### config.mk
export PLATFORM = sky130hd
export DESIGN_NAME = task_responder
export DESIGN_NICKNAME = d
export VERILOG_FILES = /design/src/rtl/task_responder.sv
export SDC_FILE = /design/constraint.sdc
export NUM_CORES = 1
export LEC_CHECK = 0
export ABC_AREA = 0
export CAP_MARGIN = 15
export CORE_MARGIN = 5
export CORE_UTILIZATION = 45
export DETAILED_ROUTE_END_ITERATION = 8
export HOLD_SLACK_MARGIN = 0.1
export MAX_ROUTING_LAYER = met4
export PLACE_DENSITY = 0.82
export SYNTH_ARGS = -nofsm -noshare
export SYNTH_HDL_FRONTEND = slang
export SYNTH_SLANG_ARGS = --single-unit
### constraint.sdc
create_clock -name clk -period 1.65 [get_ports clk]
set_clock_uncertainty 0.05 [all_clocks]
set_input_delay 0.33 -clock clk [delete_from_list [all_inputs] [get_ports clk]]
set_output_delay 0.33 -clock clk [all_outputs]
set_load 0.03 [all_outputs]
### src/rtl/task_responder.sv
// Call/response responder: copies in a 4-bit argument, runs two timed steps, returns (a*MUL_K) mod 16.
// Optional trace ports dbg_valid/dbg_val are added when TASK_RESPONDER_TRACE_EN is defined.
module task_responder #(
  parameter int unsigned STEP_CYCLES = 2,
  parameter logic [3:0]  ADD_K       = 4'd3,
  parameter logic [3:0]  MUL_K       = 4'd5
) (
  input  logic       clk,
  input  logic       rst_n,
  input  logic       req_valid,
  output logic       req_ready,
  input  logic [3:0] req_a,
  output logic       rsp_valid,
  input  logic       rsp_ready,
  output logic [3:0] rsp_out
`ifdef TASK_RESPONDER_TRACE_EN
  ,
  output logic       dbg_valid,
  output logic [3:0] dbg_val
`endif
);

  typedef enum logic [1:0] {
    IDLE  = 2'd0,
    STEP1 = 2'd1,
    STEP2 = 2'd2,
    DONE  = 2'd3
  } state_e;

  localparam logic [3:0] LAST_CNT = 4'(STEP_CYCLES - 1);

  function automatic logic [3:0] add_mod16(input logic [3:0] a, input logic [3:0] b);
    logic [4:0] sum;
    sum = {1'b0, a} + {1'b0, b};
    return sum[3:0];
  endfunction

  function automatic logic [3:0] mul_mod16(input logic [3:0] a, input logic [3:0] b);
    logic [7:0] prod;
    prod = {4'd0, a} * {4'd0, b};
    return prod[3:0];
  endfunction

  state_e     state_q, state_d;
  logic [3:0] cnt_q, cnt_d;
  logic [3:0] a_loc_q, a_loc_d;
  logic [3:0] tmp_q, tmp_d;
  logic [3:0] rsp_out_q, rsp_out_d;
  logic       rsp_valid_q, rsp_valid_d;
  logic       step_done_s;
  logic       step1_fire_s;
  logic       step2_fire_s;

  assign step_done_s  = (cnt_q == LAST_CNT);
  assign step1_fire_s = (state_q == STEP1) && step_done_s;
  assign step2_fire_s = (state_q == STEP2) && step_done_s;

  assign req_ready = (state_q == IDLE);
  assign rsp_valid = rsp_valid_q;
  assign rsp_out   = rsp_out_q;

  // Next-state logic: the step counter times each step; rsp_out is written only on the final step.
  always_comb begin
    state_d     = state_q;
    cnt_d       = cnt_q;
    a_loc_d     = a_loc_q;
    tmp_d       = tmp_q;
    rsp_out_d   = rsp_out_q;
    rsp_valid_d = rsp_valid_q;
    case (state_q)
      IDLE: begin
        if (req_valid) begin
          a_loc_d = req_a;
          cnt_d   = 4'd0;
          state_d = STEP1;
        end else begin
          state_d = IDLE;
        end
      end
      STEP1: begin
        if (step_done_s) begin
          tmp_d   = add_mod16(a_loc_q, ADD_K);
          cnt_d   = 4'd0;
          state_d = STEP2;
        end else begin
          cnt_d = cnt_q + 4'd1;
        end
      end
      STEP2: begin
        if (step_done_s) begin
          rsp_out_d   = mul_mod16(a_loc_q, MUL_K);
          rsp_valid_d = 1'b1;
          cnt_d       = 4'd0;
          state_d     = DONE;
        end else begin
          cnt_d = cnt_q + 4'd1;
        end
      end
      DONE: begin
        if (rsp_ready) begin
          rsp_valid_d = 1'b0;
          state_d     = IDLE;
        end else begin
          rsp_valid_d = 1'b1;
        end
      end
      default: begin
        rsp_valid_d = 1'b0;
        state_d     = IDLE;
      end
    endcase
  end

  // State and datapath registers; reset aborts any call in flight.
  always_ff @(posedge clk or negedge rst_n) begin
    if (!rst_n) begin
      state_q     <= IDLE;
      cnt_q       <= 4'd0;
      a_loc_q     <= 4'd0;
      tmp_q       <= 4'd0;
      rsp_out_q   <= 4'd0;
      rsp_valid_q <= 1'b0;
    end else begin
      state_q     <= state_d;
      cnt_q       <= cnt_d;
      a_loc_q     <= a_loc_d;
      tmp_q       <= tmp_d;
      rsp_out_q   <= rsp_out_d;
      rsp_valid_q <= rsp_valid_d;
    end
  end

`ifdef TASK_RESPONDER_TRACE_EN
  logic       dbg_valid_q, dbg_valid_d;
  logic [3:0] dbg_val_q, dbg_val_d;

  // Trace pulse mirrors the values committed at the two step edges.
  always_comb begin
    dbg_valid_d = 1'b0;
    dbg_val_d   = dbg_val_q;
    if (step1_fire_s) begin
      dbg_valid_d = 1'b1;
      dbg_val_d   = tmp_d;
    end else if (step2_fire_s) begin
      dbg_valid_d = 1'b1;
      dbg_val_d   = rsp_out_d;
    end else begin
      dbg_valid_d = 1'b0;
    end
  end

  // Trace output registers.
  always_ff @(posedge clk or negedge rst_n) begin
    if (!rst_n) begin
      dbg_valid_q <= 1'b0;
      dbg_val_q   <= 4'd0;
    end else begin
      dbg_valid_q <= dbg_valid_d;
      dbg_val_q   <= dbg_val_d;
    end
  end

  assign dbg_valid = dbg_valid_q;
  assign dbg_val   = dbg_val_q;
`endif

endmodule

==> out/qor.csv, run 1 <==
stage,metric,value,unit
critical_path,path_class,reg -> out,
final_layout,fin_nets,101,
critical_path,cp-end-kind,primary output,
timing,post-route-period-util,0.9680,
logic_synthesis,yosys_warnings,0,
logic_synthesis,yosys.area_share.xor_xnor,0.02262,
timing,setup_violations,0,
routing,drt_iter0_drc,10,
logic_synthesis,synth-async-reset-ratio,1.000,
logic_synthesis,synth_compound_area_frac,0.1066,
logic_synthesis,yosys.area.top_type_share,0.4847,
timing,whs,0.3284,ns
final_layout,drive_gt1_frac,0.2588,
die,start_util,0.4585,
logic_synthesis,synthTopCellsByArea,"dfrtp_1 48%, ha_1 11%, mux2_2 7.3%, o41ai_1 3.4%, inv_1 2.9%",
logic_synthesis,synth_mux_area_frac,0.1470,
run_status,status,completed,
die,core-area,1689,µm²
pwr,swShare,0.4280,
clock_tree,ctsHoldBuffers,0,
global_routing,first_global_vias,634,
final_layout,num_antenna_cells,0,
final_layout,stdcell_count,102,
pwr,power_switching,0.0009160,W
logic_synthesis,syn_inst,64,
logic_synthesis,synth_ff_type,dfrtp_1,
place,globalplace.congestion,0.8855,
routing,drc,0,
timing,drv_slew,0,
die,io_pins,14,
final_layout,final_common_cell,dfrtp_1,
logic_synthesis,syn_nets,79,
clock_tree,cts_tree,done,
pwr,clockPowerShare,0.094,
critical_path,cp_max_fo,4,
clock_tree,clk_latency,0.27,ns
place,placed_area,954.7,µm²
global_routing,antenna_found_initial,0,
pwr,peakVddDrop,912.5,µV
routing,wl,1748,µm
die,die_x,51.49,µm
clock_tree,clk_pin_slew,0.09,ns
clock_tree,cts_buffers,3,
pwr,powerDensity,2096,nW/µm²
pwr,p_leak,0.4721,nW
global_routing,grtUsageTotal,0.1629,
logic_synthesis,synth_top_family_by_area,multiplexers,
logic_synthesis,synth_cell_types,25,
timing,hold_viol_final,0,
timing,worst_slew_pin_slew,0.3092,ns
timing,max_slew_margin,0.7895,
place,numPlacedInstances,97,
routing,vias_per_cell,5.696,
clock_tree,cts_sinks,15,
pwr,power_frac_comb,0.590,
die,die_y,51.49,µm
final_layout,mostFrequentLayoutCells,"14 x dfrtp_1, 7 x clkdlybuf4s50_1, 6 x inv_1, 6 x ha_1, 6 x buf_4",
routing,drt_pass1_iterations,4,
worst_hold_path,hold_class,in -> async,
global_routing,grt_max_degree,16,
final_layout,area_growth,31.83,%
logic_synthesis,syn_area_per_cell,12.10,µm²
clock_tree,htreeDepth,1,
logic_synthesis,synth_area_leader_cell,dfrtp_1,
clock_tree,cts_root_buf,clkbuf_4,
logic_synthesis,netlist_area,774.5,µm²
pwr,total_power,0.002140,W
critical_path,cp.required,1.27,ns
job,drv_cap,0,
routing,routedWlPerCell,17.14,µm
die,rows,15,
clock_tree,clk_path_buf_depth,2,
timing,period_needed,1.597,ns
global_routing,grt-ovfl-total,0,
logic_synthesis,synthAdderAreaFrac,0.1131,
critical_path,start_kind,flop,
timing,grt_setup_unrepaired,false,
logic_synthesis,synth-simple-area-share,0.09047,
die,die_area,2651,µm²
final_layout,final_cell_area,1021,µm²
pwr,p_seq_frac,0.316,
place,port_buffers,13,
final_layout,fin_util,0.6044,
logic_synthesis,seq_area_frac_synth,0.4847,
place,hpwl,1265,µm
global_routing,grt_pass1_wl,3084,µm
pwr,p_int,0.001224,W
logic_synthesis,synth_edf_count,0,
routing,vias,581,
critical_path,arrival,1.22,ns
logic_synthesis,ys_seq_elements,15,
timing,max_freq,626.1,MHz
routing,antenna_left,0,
[stage by stage]
stage | setup slack (ns) | TNS [ns]
floorplan | 0.09431 | 0
global placement | 0.02349 | 0
detailed placement | -0.01002 | -0.01713
CTS | 0.002357 | 0
global route | 0.001253 | 0
finish | 0.05287 | 0
[what timing repair did]
item | CTS | global route
setup buffers | 0 | 1
resized for setup | 9 | 2
endpoints found under the setup margin | 9 | 1
pin swaps | 0 | 1
[flip-flops by register name, indices dropped and copies added, names as in the netlist]
register   count
a_loc_q        4
cnt_q          4
rsp_out        4
state_q        2
rsp_valid      1
[critical path: stages, from the launching register on]
cell	delay (ns)
dfrtp_1	0.41
inv_1	0.09
buf_4	0.12
ha_4	0.16
buf_4	0.17
[power groups by stage]
stage | Combinational (W) | Sequential (W) | Clock, W
after floorplan | 0.000682 | 0.000756 | 0
after global placement | 0.00110 | 0.000649 | 0
after detailed placement | 0.00115 | 0.000667 | 0
after CTS | 0.00121 | 0.000661 | 0.000211
after global routing | 0.00137 | 0.000693 | 0.000231
final | 0.00126 | 0.000676 | 0.000201
[cell type report]
class,count,area (µm²)
Tap cell,17,21.27
Fill cell,138,668.1
Inverter,6,22.52
Sequential cell,15,376.6
Clock buffer,4,26.28
Multi-Input combinational cell,42,415.4
Timing Repair Buffer,18,158.9
[synthesized netlist by cell type, types with 2 or more instances]
library cell  count
mux2_2            5
dfrtp_1          15
o41ai_1           3
ha_1              7
mux2i_1           2
nand2_1           5
o21ai_0           3
mux2_1            2
inv_1             6
[worst paths after layout]
path	start	to	slack (ns)	depth (start not counted)
worst max-delay path	state_q[0]	req_ready	0.05	4
worst min-delay path	rst_n	rsp_out[3]	0.33	2
worst max register to register	state_q[0]	cnt_q[2]	0.06	6
worst min register to register	rsp_out[3]	rsp_out[3]	0.45	2
max in group asynchronous	rst_n	cnt_q[0]	1.03	2
min in group clk	rsp_out[3]	rsp_out[3]	0.45	2
[cell families (layout without fill, tap and decap cells)]
logic type	Yosys count	count (layout)
flip-flops	15	15
AND/OR/NAND/NOR	12	12
AO/OA/AOI/OAI	11	11
multiplexers	10	10
adder cells (fa/ha/maj)	7	7
buffers and inverters	7	28
XOR/XNOR	2	2
[layer usage]
layer / vias to the layer above / track usage / share of wire
met4: 0 / 0.09170 / 0.052
met3: 8 / 0.03499 / 0.055
met2: 20 / 0.2458 / 0.45
li1: 272 / - / -
met5: - / - / 0
met1: 281 / 0.2015 / 0.44
Note: power is estimated with default switching activity, not from simulation.
==> run 2, diff against run 1 <==
--- a/config.mk
+++ b/config.mk
@@ -8,11 +8,12 @@
 export ABC_AREA = 0
 export CAP_MARGIN = 15
 export CORE_MARGIN = 5
-export CORE_UTILIZATION = 45
+export CORE_UTILIZATION = 47
+export CTS_BUF_LIST = sky130_fd_sc_hd__clkbuf_8
 export DETAILED_ROUTE_END_ITERATION = 8
 export HOLD_SLACK_MARGIN = 0.1
 export MAX_ROUTING_LAYER = met4
-export PLACE_DENSITY = 0.82
+export PLACE_DENSITY = 0.85
 export SYNTH_ARGS = -nofsm -noshare
 export SYNTH_HDL_FRONTEND = slang
 export SYNTH_SLANG_ARGS = --single-unit
==> run 2 against run 1 <==
Net effect:
- critical path depth is 1 lower
- count of clock-buffer cells in the layout is 1 lower
- sequential power is 3.6% lower
- worst setup slack better by 0.025 ns
- global-route usage is 2.8 points lower
- utilization is 6.4 points higher
- final cell count is 2.0% lower
- fmax is 1.6% higher
- register-to-register slack better by 0.02 ns
- largest cell class unchanged
- clock power is 44% higher
- final area is 0.86% higher
- die area is 3.4% lower
==> out/qor.csv, run 2 (synthesis gave the netlist of run 1 again) <==
stage,metric,value,unit,change
pwr,power_frac_comb,0.559,,-0.031
timing,final.setup.worst_slack,0.07836,ns,+0.02549 ns
critical_path,start_kind,flop,,
clock_tree,cts_buffers,3,,unchanged
place,globalplace.congestion,0.7829,,-12%
pwr,p_leak,0.5102,nW,+8.1%
timing,grt_setup_unrepaired,false,,
job,drv_cap,0,,unchanged
timing,hold_viol_final,0,,unchanged
pwr,p_int,0.001273,W,+4.0%
routing,wl,1488,µm,-15%
clock_tree,cts_sinks,15,,unchanged
die,start_util,0.5024,,+0.04392
critical_path,cp_max_fo,4,,unchanged
timing,max_freq,636.3,MHz,+1.6%
die,die_y,50.60,µm,-1.7%
final_layout,final_common_cell,dfrtp_1,,
routing,drt_pass1_iterations,4,,unchanged
critical_path,cp.buffers_inverters,2,,-1
global_routing,grt_pass1_wl,2553,µm,-17%
critical_path,arrival,1.19,ns,-0.03 ns
clock_tree,clk_latency,0.25,ns,-0.02 ns
timing,post-route-period-util,0.9525,,-0.01545
routing,antenna_left,0,,unchanged
final_layout,fin_nets,100,,-0.99%
timing,worst_slew_pin_slew,0.3254,ns,+0.01624 ns
routing,met3_length,96,µm,-1.0%
pwr,peakVddDrop,1108,µV,+21%
clock_tree,clk_path_buf_depth,2,,unchanged
timing,period_needed,1.572,ns,-0.02549 ns
global_routing,antenna_found_initial,0,,unchanged
final_layout,mostFrequentLayoutCells,"15 x dfrtp_1, 7 x inv_1, 7 x clkdlybuf4s50_1",,
routing,met1Wirelength,659,µm,-15%
run_status,status,completed,,
global_routing,first_global_vias,586,,-7.6%
clock_tree,cts_setup_buffers,0,,unchanged
critical_path,rr_endpoint,state_q[0],,
pwr,clockPowerShare,0.136,,+0.042
global_routing,grt_max_degree,16,,unchanged
place,pre_cts_ws,0.04261,ns,+0.05263 ns
worst_hold_path,hold_class,in -> async,,
timing,whs,0.3414,ns,+0.01302 ns
critical_path,cp_slowest_cell,dfrtp_1,,
global_routing,grt-ovfl-total,0,,unchanged
timing,max_slew_margin,0.7827,,-0.006774
die,rows,14,,-1
die,die_area,2560,µm²,-3.4%
global_routing,grtUsageTotal,0.1347,,-0.02823
critical_path,path_cells,inv_1 -> ha_2 -> buf_4,,
pwr,p_seq_frac,0.305,,-0.011
die,die_x,50.60,µm,-1.7%
final_layout,area_growth,32.96,%,
critical_path,slowest_delay,0.40,ns,about the same
clock_tree,cts_root_buf,clkbuf_8,,
place,port_buffers,13,,unchanged
clock_tree,cts_tree,done,,
critical_path,rrSetupSlack,0.08,ns,+0.02 ns
die,core-area,1541,µm²,-8.7%
timing,drv_slew,0,,unchanged
routing,highest_layer,met4,,
routing,drc,0,,unchanged
clock_tree,ctsHoldBuffers,0,,unchanged
final_layout,num_antenna_cells,0,,unchanged
clock_tree,htreeDepth,1,,unchanged
pwr,power_switching,0.0008618,W,-5.9%
routing,routedWlPerCell,14.88,µm,-13%
critical_path,path_class,reg -> out,,
critical_path,reg2reg_depth,5,,-1
critical_path,cp.required,1.27,ns,about the same
critical_path,cp-end-kind,primary output,,
final_layout,drive_gt1_frac,0.2262,,-0.03263
clock_tree,clk_pin_slew,0.06,ns,-0.03 ns
pwr,swShare,0.4037,,-0.02425
routing,drt_iter0_drc,16,,+6
routing,met2_length,713,µm,-9.1%
place,hpwl,1130,µm,-11%
timing,setup_tns,0,ns,unchanged
timing,setup_violations,0,,unchanged
routing,vias_per_cell,5.530,,-2.9%
pwr,powerDensity,2073,nW/µm²,-1.1%
routing,vias,553,,-4.8%
critical_path,r2r_start,cnt_q[1],,
die,io_pins,14,,unchanged
critical_path,cp_top_family,flip-flops,,
## run 2: power groups by stage
stage | clock (W) | sequential (W) | combinational (W)
2_1_floorplan | 0 | 0.000756 | 0.000682
3_3_place_gp | 0 | 0.000649 | 0.00110
3_5_place_dp | 0 | 0.000658 | 0.00114
4_1_cts | 0.000291 | 0.000651 | 0.00114
5_1_grt | 0.000314 | 0.000677 | 0.00130
6_report | 0.000290 | 0.000652 | 0.00119
## run 2: worst max-delay path by stage
stage / startpoint / to / slack [ns] / cells past startpoint
after floorplan: state_q[0] / cnt_q[0] / 0.09 / 5
after detailed placement: state_q[1] / cnt_q[0] / 0.04 / 5
after CTS: rsp_valid / rsp_valid / 0.004 / 1
after global routing: cnt_q[1] / state_q[0] / 0.005 / 5
after global placement: state_q[1] / cnt_q[0] / 0.08 / 5
final: state_q[1] / req_ready / 0.08 / 3
## run 2: area by class of cell
type | instances | area (µm²)
timing repair buffer | 17 | 166.4
fill | 119 | 511.7
multi-input combinational | 42 | 400.4
sequential | 15 | 375.4
clock inverter | 1 | 3.754
inverter | 6 | 22.52
clock buffer | 3 | 41.29
tap | 16 | 20.02
## run 2: timing repair
item                                    CTS  global route
pin swaps                                 0             1
cloned                                    0             0
endpoints found under the setup margin    1             9
gates resized for setup                   1             7
## run 2: stage by stage
stage / utilization / cells / instance area (µm²) / power (W)
final: 0.6680 / 100 / 1030 / 0.002135
after global routing: 0.6680 / 100 / 1030 / 0.002289
after CTS: 0.6469 / 100 / 997.2 / 0.002078
after detailed placement: 0.6185 / 96 / 953.4 / 0.001801
after global placement: 0.6185 / 96 / 953.4 / 0.001753
after floorplan: - / 64 / 780.7 / 0.001439
## run 2: layer usage
layer / vias to the layer above / GRT usage
met3: 4 / 0.04142
met2: 21 / 0.1901
met1: 260 / 0.1700
met4: 0 / 0.07234
li1: 268 / -
met5: - / -
==> run 3, diff against run 2 <==
==> constraint.sdc (replaced) <==
create_clock -name clk -period 1.33 [get_ports clk]
set_clock_uncertainty 0.05 [all_clocks]
set_input_delay 0.266 -clock clk [delete_from_list [all_inputs] [get_ports clk]]
set_output_delay 0.266 -clock clk [all_outputs]
set_load 0.03 [all_outputs]
==> run 3 against run 2 <==
Net effect:
- the flow now finishes with violations (negative setup slack)
- flip-flop and latch count unchanged
- clock power is 21% higher
- wire length increased by 9.1%
- hold slack got worse by 0.063 ns
- first-iteration DRC count fell by 56%
==> out/qor.csv, run 3 (synthesis gave the netlist of run 1 again) <==
stage,metric,value,unit,change
final_layout,multi_input_area,480.5,µm²,+20%
routing,drt_iter0_drc,7,,-9
timing,final.setup.worst_slack,-0.1835,ns,-0.2618 ns
final_layout,fillers,97,,-18%
run_status,status,finished with violations,,
timing,post-route-period-util,1.138,,
critical_path,cp.required,1.42,ns,+0.15 ns
timing,drv_slew,0,,unchanged
critical_path,cp_slowest_cell,dfrtp_1,,
timing,setup_violations,13,,+13
place,globalplace.congestion,0.8806,,+12%
final_layout,stdcell_count,110,,+10%
clock_tree,cts_buffers,3,,unchanged
routing,antenna_left,0,,unchanged
critical_path,rrSetupSlack,-0.18,ns,-0.26 ns
worst_hold_path,hold_class,in -> async,,
place,port_buffers,13,,unchanged
global_routing,grtUsageTotal,0.1536,,+0.01889
timing,hold_viol_final,0,,unchanged
timing,grt_setup_unrepaired,true,,
job,drv_cap,0,,unchanged
critical_path,path_class,reg -> reg,,
die,start_util,0.5024,,unchanged
routing,vias_per_cell,5.282,,-4.5%
pwr,powerDensity,2659,nW/µm²,+28%
routing,vias,581,,+5.1%
final_layout,num_antenna_cells,0,,unchanged
clock_tree,clk_pin_slew,0.06,ns,about the same
final_layout,register_area,375.4,µm²,unchanged
critical_path,cp-end-kind,flop,,
critical_path,r2r_start,state_q[0],,
final_layout,mostFrequentLayoutCells,"18 x buf_4, 15 x dfrtp_1, 7 x clkdlybuf4s50_1",,
global_routing,first_global_vias,620,,+5.8%
place,numPlacedInstances,106,,+10%
final_layout,drive_gt1_frac,0.5000,,+0.2738
critical_path,arrival,1.60,ns,+0.41 ns
clock_tree,clk_path_buf_depth,2,,unchanged
clock_tree,cts_tree,done,,
clock_tree,clk_latency,0.25,ns,about the same
timing,period_needed,1.513,ns,
global_routing,antenna_found_initial,0,,unchanged
place,hpwl,1174,µm,+3.9%
clock_tree,ctsHoldBuffers,0,,unchanged
routing,drc,0,,unchanged
die,core-area,1541,µm²,unchanged
die,rows,14,,unchanged
global_routing,grt_pass1_wl,2877,µm,+13%
critical_path,start_kind,flop,,
place,pre_cts_ws,-0.2247,ns,-0.2674 ns
clock_tree,cts_root_buf,clkbuf_8,,
timing,whs,0.2781,ns,-0.06328 ns
final_layout,final_common_cell,buf_4,,
final_layout,fin_util,0.7597,,+0.09172
clock_tree,cts_sinks,15,,unchanged
routing,wl,1624,µm,+9.1%
timing,worst_slew_pin_slew,0.3535,ns,+0.02815 ns
die,die_x,50.60,µm,unchanged
global_routing,grt_max_degree,16,,unchanged
critical_path,reg2reg_depth,6,,+1
critical_path,rr_endpoint,cnt_q[2],,
die,die_y,50.60,µm,unchanged
routing,routedWlPerCell,14.76,µm,-0.78%
pwr,peakVddDrop,1458,µV,+32%
critical_path,path_cells,inv_2 -> buf_6 -> ha_4 -> mux2i_4 -> o21ai_1 -> o41ai_2,,
clock_tree,htreeDepth,1,,unchanged
final_layout,area_growth,51.21,%,
critical_path,cp_max_fo,8,,+4
die,io_pins,14,,unchanged
critical_path,setup.worst_path.end,cnt_q[2],,
global_routing,grt-ovfl-total,0,,unchanged
run_status,violations,negative setup slack,,
timing,max_freq,660.7,MHz,
critical_path,slowest_delay,0.39,ns,about the same
timing,max_slew_margin,0.7593,,-0.02345
pwr,p_leak,0.5533,nW,+8.5%
final_layout,fin_nets,110,,+10%
critical_path,startpoint,state_q[0],,
die,die_area,2560,µm²,unchanged
routing,drt_pass1_iterations,5,,+1
run 3: cell count changes in the layout (fill, tap and decap cells not counted), moves of 2 or more:
cell / delta
inv_2: +2
ha_4: +2
o41ai_2: +2
buf_4: +13
ha_1: -2
mux2_4: +2
inv_1: -2
o41ai_1: -2
mux2_1: -2
dlymetal6s2s_1: -4
buf_6: +2
run 3: repair_timing:
action | 4_1_cts | 5_1_grt
buffers inserted | 0 | 0
pin swaps | 4 | 2
endpoints found under the hold margin | 0 | 0
gates resized for setup | 11 | 5
endpoints found under the setup margin | 16 | 15
run 3: per-stage QoR:
stage	area [µm²]	setup TNS, ns	total power, W
after floorplan	810.8	-0.2727	0.001923
after global placement	1044	-1.372	0.002458
after detailed placement	1044	-1.951	0.002532
after CTS	1150	-0.8713	0.003050
after global routing	1171	-1.733	0.003348
final	1171	-1.013	0.003114
run 3: worst max-delay path: cells and delay by family, from the launching register on:
family          cells  cell delay [ns]
mux                 1             0.39
compound gates      2             0.24
fa+ha+maj           1             0.16
buf+inv             2             0.17
flops               1             0.39
run 3: cell type report:
class	instances	area share
clock inverter	1	0.003205
tap	16	0.01709
inverter	6	0.01923
sequential	15	0.3205
clock buffer	3	0.03526
multi-input combinational	42	0.4103
timing repair buffer	27	0.1944
run 3: how the worst min path moves through the flow:
| stage | to | slack, ns | cells after the start |
|---|---|---|---|
| after floorplan | a_loc_q[0] | -0.08 | 0 |
| after global placement | rsp_out[3] | 0.41 | 2 |
| after detailed placement | rsp_out[3] | 0.43 | 2 |
| after CTS | state_q[1] | 0.28 | 2 |
| after global routing | a_loc_q[3] | 0.31 | 2 |
| final | rsp_out[3] | 0.28 | 2 |
run 3: where the power goes:
part	leakage [nW]	internal [W]	switching (W)	total, W
Clock	0.0269	0.000204	0.000148	0.000352
Combinational	0.342	0.00103	0.000936	0.00196
Sequential	0.185	0.000666	0.000132	0.000798
run 3: metal layers:
metal  share of wire  routed length [µm]  GRT usage  up-vias
li1                -                   -          -      291
met2            0.52                 845     0.2521       10
met1            0.41                 669     0.1651      274
met4           0.023                  38    0.06383        0
met5               0                   0          -        -
met3           0.044                  71    0.05621        6
==> variant: new RTL, flow settings as in run 3 <==
The 4 states of `state_e` get a one-hot encoding in 4 bits.
--- a/src/rtl/task_responder.sv
+++ b/src/rtl/task_responder.sv
@@ -20,11 +20,11 @@
 `endif
 );
 
-  typedef enum logic [1:0] {
-    IDLE  = 2'd0,
-    STEP1 = 2'd1,
-    STEP2 = 2'd2,
-    DONE  = 2'd3
+  typedef enum logic [3:0] {
+    IDLE  = 4'b0001,
+    STEP1 = 4'b0010,
+    STEP2 = 4'b0100,
+    DONE  = 4'b1000
   } state_e;
 
   localparam logic [3:0] LAST_CNT = 4'(STEP_CYCLES - 1);
Check against the original RTL: same outputs for any inputs over 10 cycles, from zero or initial values and one cycle with rst_n low; not proved beyond that.
==> variant against run 3 <==
- the run still ends with negative setup slack left
- synthesized area grew 12%
- largest power group unchanged
- setup slack got worse by 0.21 ns
- final cell count rose by 25%
- total power decreased by 0.63%
- largest cell class unchanged
- wire length is 58% higher
- count of clock-buffer cells in the layout did not move
- maximum frequency decreased by 12%
- sequential cell count up 2
- final area is 25% higher
==> variant: results (changes against run 3) <==
• status: finished with violations
• failing checks: negative setup slack
• number of instances in the synthesized netlist: 68, +6.3%
• Peak supply drop: 1.533 mV, +5.2%
• Setup-failing EPs final: 18, +5
• filler cell count in the final layout: 99, +2.1%
• via count of the first global-routing pass: 751, +21%
• drt total wl: 2570 um, +58%
• final standard cell utilization of the core: 83.66%, +7.7 points
• count of unique library cells instantiated by Yosys: 32, +28%
• worst setup margin: -0.3909 ns, -0.2075 ns
• leakage power of the design: 0.0006829 uW, +23%
• buffer share of cell area: 26.22%, +6.8 points
• final hold slack: 0.2872 ns, +0.009127 ns
• top post-synthesis cells by count: 16 x sky130_fd_sc_hd__dfrtp_1, 4 x sky130_fd_sc_hd__mux2_2, 4 x sky130_fd_sc_hd__mux2_4, 4 x sky130_fd_sc_hd__xnor2_1
• net count of the finished layout: 124, +13%
• post-route total power: 3094 uW, -0.63%
• post-synthesis compound-gate area fraction: 8.514%, -2.1 points
• GRT Total Usage: 19.18%, +3.8 points
• Cell Count, Final, Fillers Out: 137, +25%
• mux cell area share after synthesis: 12.12%, -2.6 points
• number of non-clock inverters in the layout: 2, -4
• data arrival time at the worst-slack endpoint: 1.80 ns, +0.20 ns
• cell internal pwr: 1967 uW, +3.7%
• buffer count from post-CTS setup fixing: 5, +5
• number of search-and-repair iterations in the first detailed-routing pass: 4, -1
• Global Route met2 Usage: 29.96%, +4.8 points
• Post-Synth Adder-Cell Area: 4.329%, -7.0 points
• max incr delay on CP: 0.49 ns, +0.10 ns
• final-layout setup total negative slack: -4.554 ns, -3.540 ns
• xor and xnor fraction of the mapped netlist area: 4.040%, +1.8 points
• wire length of the first global-routing pass: 3691 um, +28%
• GR met1 Demand/Resource: 23.80%, +7.3 points
• routability-driven placement congestion ratio: 0.8225, -6.6%
• worst-path maximum fanout: 5, -3
• maximum number of pins on one net before global-route repair: 18, +2
• hpwl dp: 1366 um, +16%
• dpl cell area: 1175 um^2, +13%
• cell class contributing the biggest share of worst-path delay: simple AND/OR/NAND/NOR gates
• main area contributors after synthesis: sky130_fd_sc_hd__dfrtp_1 46%, sky130_fd_sc_hd__mux2_4 6.9%, sky130_fd_sc_hd__mux2_2 5.2%, sky130_fd_sc_hd__ha_1 4.3%, sky130_fd_sc_hd__xnor2_1 4.0%
==> variant: cell count changes in the layout (fill, tap and decap cells not counted), sizes merged, moves of 3 or more <==
cell	delta
inv	-4
o41ai	-3
xnor2	+3
ha	-4
buf	+15
==> variant: cells by family after synthesis <==
logic type	count (synthesis)
buf+inv	4
flops	17
mux	8
fa+ha+maj	3
simple gates	23
xor+xnor	4
compound gates	9
==> variant: final timing paths <==
path                            start    endpoint  depth (start not counted)
setup / recovery           state_q[1]  rsp_out[2]                          4
hold / removal                  rst_n  state_q[2]                          2
setup reg to reg           state_q[1]  rsp_out[2]                          4
hold reg to reg            rsp_out[0]  rsp_out[0]                          1
max in group asynchronous       rst_n  state_q[0]                          2
min in group clk           rsp_out[0]  rsp_out[0]                          1
==> variant: routing by layer <==
layer | vias to the layer above | routed length [um]
met1 | 359 | 1082
met5 | - | 0
met2 | 12 | 1404
li1 | 339 | -
met3 | 2 | 64
met4 | 0 | 18
